--- src/rtl/lcd_write_sequencer.sv ---
// Write-only HD44780-style LCD sequencer: power-up delay, fixed init table, then
// round-robin service of two byte requesters, all timed by cycle counters on clk.
module lcd_write_sequencer #(
    parameter int unsigned POWERUP_CYC = 2_000_000,
    parameter int unsigned SETUP_CYC   = 10,
    parameter int unsigned EN_CYC      = 50,
    parameter int unsigned HOLD_CYC    = 10,
    parameter int unsigned EXEC_CYC    = 5_000,
    parameter int unsigned CLEAR_CYC   = 200_000
) (
    input  logic       clk,
    input  logic       rst_n,
    input  logic       a_valid,
    input  logic       a_rs,
    input  logic [7:0] a_data,
    output logic       a_ready,
    input  logic       b_valid,
    input  logic       b_rs,
    input  logic [7:0] b_data,
    output logic       b_ready,
    output logic       rs,
    output logic       rw,
    output logic       en,
    output logic [7:0] dout,
    output logic       init_done,
    output logic       busy
);
    typedef enum logic [2:0] {PWRUP, SETUP, PULSE, HOLD, WAIT, IDLE} state_t;

    localparam logic [31:0] PWRUP_LAST = POWERUP_CYC - 1;
    localparam logic [31:0] SETUP_LAST = SETUP_CYC - 1;
    localparam logic [31:0] EN_LAST    = EN_CYC - 1;
    localparam logic [31:0] HOLD_LAST  = HOLD_CYC - 1;
    localparam logic [31:0] EXEC_LAST  = EXEC_CYC - 1;
    localparam logic [31:0] CLEAR_LAST = CLEAR_CYC - 1;
    localparam logic [2:0]  INIT_LAST  = 3'd4;

    state_t      state;
    logic [31:0] cnt;
    logic [2:0]  init_idx;
    logic        last_b;
    logic        grant_a;
    logic        grant_b;
    logic        can_accept;
    logic [31:0] wait_last;

    function automatic logic [7:0] init_byte(input logic [2:0] idx);
        case (idx)
            3'd0:    init_byte = 8'h38;
            3'd1:    init_byte = 8'h01;
            3'd2:    init_byte = 8'h0E;
            3'd3:    init_byte = 8'h06;
            default: init_byte = 8'h80;
        endcase
    endfunction

    // Ties go to whichever requester was not served last.
    assign grant_a    = a_valid & (~b_valid | last_b);
    assign grant_b    = b_valid & (~a_valid | ~last_b);
    assign can_accept = (state == IDLE) & init_done;
    assign a_ready    = can_accept & grant_a;
    assign b_ready    = can_accept & grant_b;

    assign rw   = 1'b0;
    assign busy = (state != IDLE);

    // Clear/home commands need the long execution wait.
    assign wait_last = (~rs & ((dout == 8'h01) | (dout == 8'h02))) ? CLEAR_LAST : EXEC_LAST;

    always_ff @(posedge clk or negedge rst_n) begin
        if (!rst_n) begin
            state     <= PWRUP;
            cnt       <= '0;
            init_idx  <= '0;
            last_b    <= 1'b1;
            rs        <= 1'b0;
            dout      <= 8'h00;
            en        <= 1'b0;
            init_done <= 1'b0;
        end else begin
            case (state)
                PWRUP: begin
                    if (cnt == PWRUP_LAST) begin
                        cnt      <= '0;
                        init_idx <= '0;
                        rs       <= 1'b0;
                        dout     <= init_byte(3'd0);
                        state    <= SETUP;
                    end else begin
                        cnt <= cnt + 32'd1;
                    end
                end
                SETUP: begin
                    if (cnt == SETUP_LAST) begin
                        cnt   <= '0;
                        en    <= 1'b1;
                        state <= PULSE;
                    end else begin
                        cnt <= cnt + 32'd1;
                    end
                end
                PULSE: begin
                    if (cnt == EN_LAST) begin
                        cnt   <= '0;
                        en    <= 1'b0;
                        state <= HOLD;
                    end else begin
                        cnt <= cnt + 32'd1;
                    end
                end
                HOLD: begin
                    if (cnt == HOLD_LAST) begin
                        cnt   <= '0;
                        state <= WAIT;
                    end else begin
                        cnt <= cnt + 32'd1;
                    end
                end
                WAIT: begin
                    if (cnt == wait_last) begin
                        cnt <= '0;
                        if (init_done) begin
                            state <= IDLE;
                        end else if (init_idx == INIT_LAST) begin
                            init_done <= 1'b1;
                            state     <= IDLE;
                        end else begin
                            init_idx <= init_idx + 3'd1;
                            rs       <= 1'b0;
                            dout     <= init_byte(init_idx + 3'd1);
                            state    <= SETUP;
                        end
                    end else begin
                        cnt <= cnt + 32'd1;
                    end
                end
                IDLE: begin
                    cnt <= '0;
                    if (a_ready) begin
                        rs     <= a_rs;
                        dout   <= a_data;
                        last_b <= 1'b0;
                        state  <= SETUP;
                    end else if (b_ready) begin
                        rs     <= b_rs;
                        dout   <= b_data;
                        last_b <= 1'b1;
                        state  <= SETUP;
                    end
                end
                default: state <= PWRUP;
            endcase
        end
    end
endmodule

--- config.mk ---
export PLATFORM = sky130hd
export DESIGN_NAME = lcd_write_sequencer
export DESIGN_NICKNAME = d
export VERILOG_FILES = /design/src/rtl/lcd_write_sequencer.sv
export SDC_FILE = /design/constraint.sdc
export NUM_CORES = 1
export LEC_CHECK = 0
export ABC_AREA = 1
export ABC_CLOCK_PERIOD_IN_PS = 4900
export CAP_MARGIN = 10
export CELL_PAD_IN_SITES_DETAIL_PLACEMENT = 2
export CELL_PAD_IN_SITES_GLOBAL_PLACEMENT = 2
export CORE_UTILIZATION = 30
export DETAILED_ROUTE_END_ITERATION = 12
export PLACE_DENSITY_LB_ADDON = 0.1
export SYNTH_ARGS = -nofsm -noshare
export SYNTH_HDL_FRONTEND = slang
export SYNTH_SLANG_ARGS = --single-unit
--- constraint.sdc ---
create_clock -name clk -period 4.9 [get_ports clk]
set_clock_uncertainty 0.1 [all_clocks]
set_input_delay 0.49 -clock clk [delete_from_list [all_inputs] [get_ports clk]]
set_output_delay 0.49 -clock clk [all_outputs]
set_load 0.01 [all_outputs]
==> impl_summary.log <==
[metrics] status: finished clean
[metrics] mean routed wirelength per cell: between 15 and 20 µm
[metrics] post-DR vias/cell: a little under 5
[metrics] register-to-register setup slack: between 2 and 3 ns
[metrics] synthesized flop and latch total: 50
[metrics] layout-stage area growth over the synthesis result: 15.6%
[metrics] type of the most critical hold path: input port to asynchronous set/reset pin
[metrics] proportion of register bits with asynchronous set or reset after synthesis: between 90% and 100%
[metrics] H-tree lvl count: 2
[metrics] number of synthesized flops with an enable pin: 0
[metrics] maximum fanout encountered on the critical timing path: 13
[metrics] syn nets: between 500 and 600
[metrics] std cell rows: between 40 and 50
[metrics] top cells by instance count after synthesis: sky130_fd_sc_hd__nand2_1, sky130_fd_sc_hd__nor2_1, sky130_fd_sc_hd__inv_1
[metrics] Reg2Reg Depth: 11
[metrics] number of global-route vias before repair: just over 4000
[metrics] Mapped Avg Cell Area: 7.20 µm²
[metrics] Critical Setup Path Class: input port to output pin
[metrics] data arrival time of the critical path: ~2.1 ns
[metrics] filler-free cell count of the finished design: 738
[metrics] clock tree from TritonCTS: done
[metrics] kind of start point of the critical path: input port
[metrics] filler instances: around 1500
[metrics] CTS clock-pin slew for the worst setup and hold paths: 0.07 ns
[metrics] Resized Gates After CTS: 0
[metrics] post-route setup TNS: 0 ns
[metrics] critical path required time: roughly 4.3 ns
[metrics] length of the first detailed-routing pass in iterations: 4
[metrics] number of post-CTS setup repair buffers: 0
[metrics] relative slew slack: 52.0%
[metrics] max frequency: roughly 0.37 GHz
[metrics] via count: about 3600
[metrics] Pwr per Cell Area: between 200 and 250 nW/µm²
[metrics] timing startpoint of the critical path: a_valid
[metrics] post-synthesis sequential area ratio: 32.4%
[metrics] fin. max-slew vios: 0
[metrics] antenna violations before repair: 0
[metrics] buffers from clock root to sink, at most: 2
[metrics] largest cells by area after synthesis: sky130_fd_sc_hd__dfrtp_1, sky130_fd_sc_hd__nand2_1, sky130_fd_sc_hd__nor2_1
[metrics] placed insts: 730
[metrics] FF-to-FF Start: cnt[0]$_DFFE_PN0P_
[metrics] final net count: 594
[metrics] clock insertion delay at the later pin of the skew report: 0.30 ns
[metrics] height of the die: 116 µm
[metrics] proportion of netlist area held by the largest area contributor: 31.7%
[metrics] Core Box Area: about 13000 µm²
[metrics] Die Outline Area: between 10000 and 15000 µm²
[metrics] netlist area before placement: 3870 µm²
[metrics] number of nets with antenna violations after detailed routing: 0
[metrics] global-route wire length before repair: between 20 and 25 mm
[metrics] Antenna diodes: 0
[metrics] Hold WS: 0.219 ns
[metrics] slew of the pin with the lowest slew margin: slightly above 0.7 ns
[metrics] instance count of the mapped netlist: 538
[metrics] clk root buf: sky130_fd_sc_hd__clkbuf_16
[metrics] maxcap violations: 0
[metrics] total overflow reported by the global router: 0
[metrics] register area: around 1300 µm²
[metrics] port bufs: 35
[metrics] clock tree sinks: 50
[metrics] fraction of layout cells with a size suffix above 1: 15.0%
[metrics] area leader, netlist: sky130_fd_sc_hd__dfrtp_1
[metrics] final critical path time including I/O delays and setup: approximately 2.7 ns
[metrics] First DRT Iteration DRCs: around 120
[metrics] most used flip-flop cell after synthesis: sky130_fd_sc_hd__dfrtp_1
[metrics] overall fraction of global-route tracks in use: around a fifth
[metrics] combined area of the multi-input logic cells: 2210 µm²
[metrics] worst reg2reg path endpoint: cnt[0]$_DFFE_PN0P_
[metrics] pin count of the biggest net entering global routing: between 50 and 60
[metrics] final wirelength: around 13 mm
[metrics] number of hold violations in the final report: 0
[metrics] number of placed I/O pins: 37
[metrics] Max rail drop VDD: 0.000112 V
[metrics] most repeated cell in the gate-level netlist after synthesis: sky130_fd_sc_hd__nand2_1
[metrics] CTS buffer count: 5
[metrics] cts-stage hold buffer count: 0
[metrics] Synth Warn #: 0
[metrics] # DRC: 0
[metrics] final weighted congestion in routability-driven placement: about 0.8
[metrics] leakage power total: 0.00191 µW
[metrics] final HPWL from detailed placement: slightly above 10 mm
[metrics] final critical-path share of the clock period: between 50% and 60%
[metrics] setup repair after global routing missed its margin: no
[metrics] Distinct cells, synth: between 40 and 50
[metrics] starting density of the core: ~31%
[metrics] critical path capture point type: output pin
[metrics] final number of setup-violating endpoints: 0
[metrics] Die Wd: ~120 µm
## worst max path at each step
| stage | to | cells after the start |
|---|---|---|
| detailed placement | a_ready | 6 |
| CTS | a_ready | 5 |
| global placement | a_ready | 6 |
| finish | a_ready | 6 |
| global route | a_ready | 5 |
| floorplan | cnt[8]$_DFFE_PN0P_ | 11 |
## power breakdown
| group | total (µW) | leakage (µW) | switching, µW | internal [µW] |
|---|---|---|---|---|
| logic | 29.3 | 0.00116 | 13.6 | 15.7 |
| clock network | 468 | 0.0000940 | 174 | 294 |
| registers | 414 | 0.000650 | 0.323 | 413 |
| total | 910 | 0.00191 | 188 | 723 |
## cell usage in the layout (no fill, tap or decap), drive strengths merged
cell type,netlist,layout
nand2,136,136
nor2,98,98
inv,63,63
o21ai,56,56
dfrtp,49,49
clkdlybuf4s50,0,34
nand3,31,31
nor3,22,22
xor2,21,21
nand4,9,9
a21oi,9,9
ha,7,7
clkbuf,3,5
xnor2,3,3
buf,14,3
o211ai,2,2
o21a,2,2
nor4,2,2
nand3b,2,2
bufinv,0,2
clkinv,1,2
o22ai,1,1
or2,1,1
o311ai,1,1
nor3b,1,1
o41ai,1,1
o21bai,1,1
conb,1,1
dfstp,1,1
## kinds of logic after synthesis
| family | share of synthesized area (%) |
|---|---|
| other | 0.0969 |
| and+or+nand+nor | 35.8 |
| DFF | 32.4 |
| xor gates and xnor gates | 5.43 |
| AOI/OAI and AO/OA | 13.6 |
| buffers and inverters | 10.4 |
| adders and majority gates | 2.26 |
## critical path: stages
cell	delay (ns)
sky130_fd_sc_hd__clkdlybuf4s50_1	0.48
sky130_fd_sc_hd__nand2_1	0.06
sky130_fd_sc_hd__nand2_1	0.11
sky130_fd_sc_hd__nand2_1	0.10
sky130_fd_sc_hd__nor2_4	0.28
sky130_fd_sc_hd__clkdlybuf4s50_1	0.59
## final cells by class
type	count	area share [%]
repair buffers	37	8.05
flip-flops and latches	50	28.0
inverters	64	5.37
clock buffers	5	2.79
multi-input cells	407	49.5
clock inverters	3	1.54
well taps	172	4.81
## metal layers
layer | track usage (%) | routed length [µm]
met5 | 0 | 0
met4 | 4.76 | 153
met3 | 3.35 | 209
met2 | 35.5 | 6160
met1 | 28.9 | 6310
## stage by stage
step | total power, µW | cell area [µm²] | util, % | worst slack, ns
after detailed placement | 452 | 4280 | 33.9 | 2.17
after floorplan | 425 | 3870 | - | 3.14
final | 910 | 4480 | 35.5 | 2.18
after global placement | 451 | 4280 | 33.9 | 2.21
after global routing | 941 | 4480 | 35.5 | 2.04
after CTS | 928 | 4480 | 35.5 | 2.14
## flip-flops by register name (all words and copies together), names as in the netlist
register   cells
init_done      1
rs             1
state          3
last_b         1
cnt           32
en             1
dout           8
init_idx       3
Note: power is estimated with default switching activity, not from simulation.
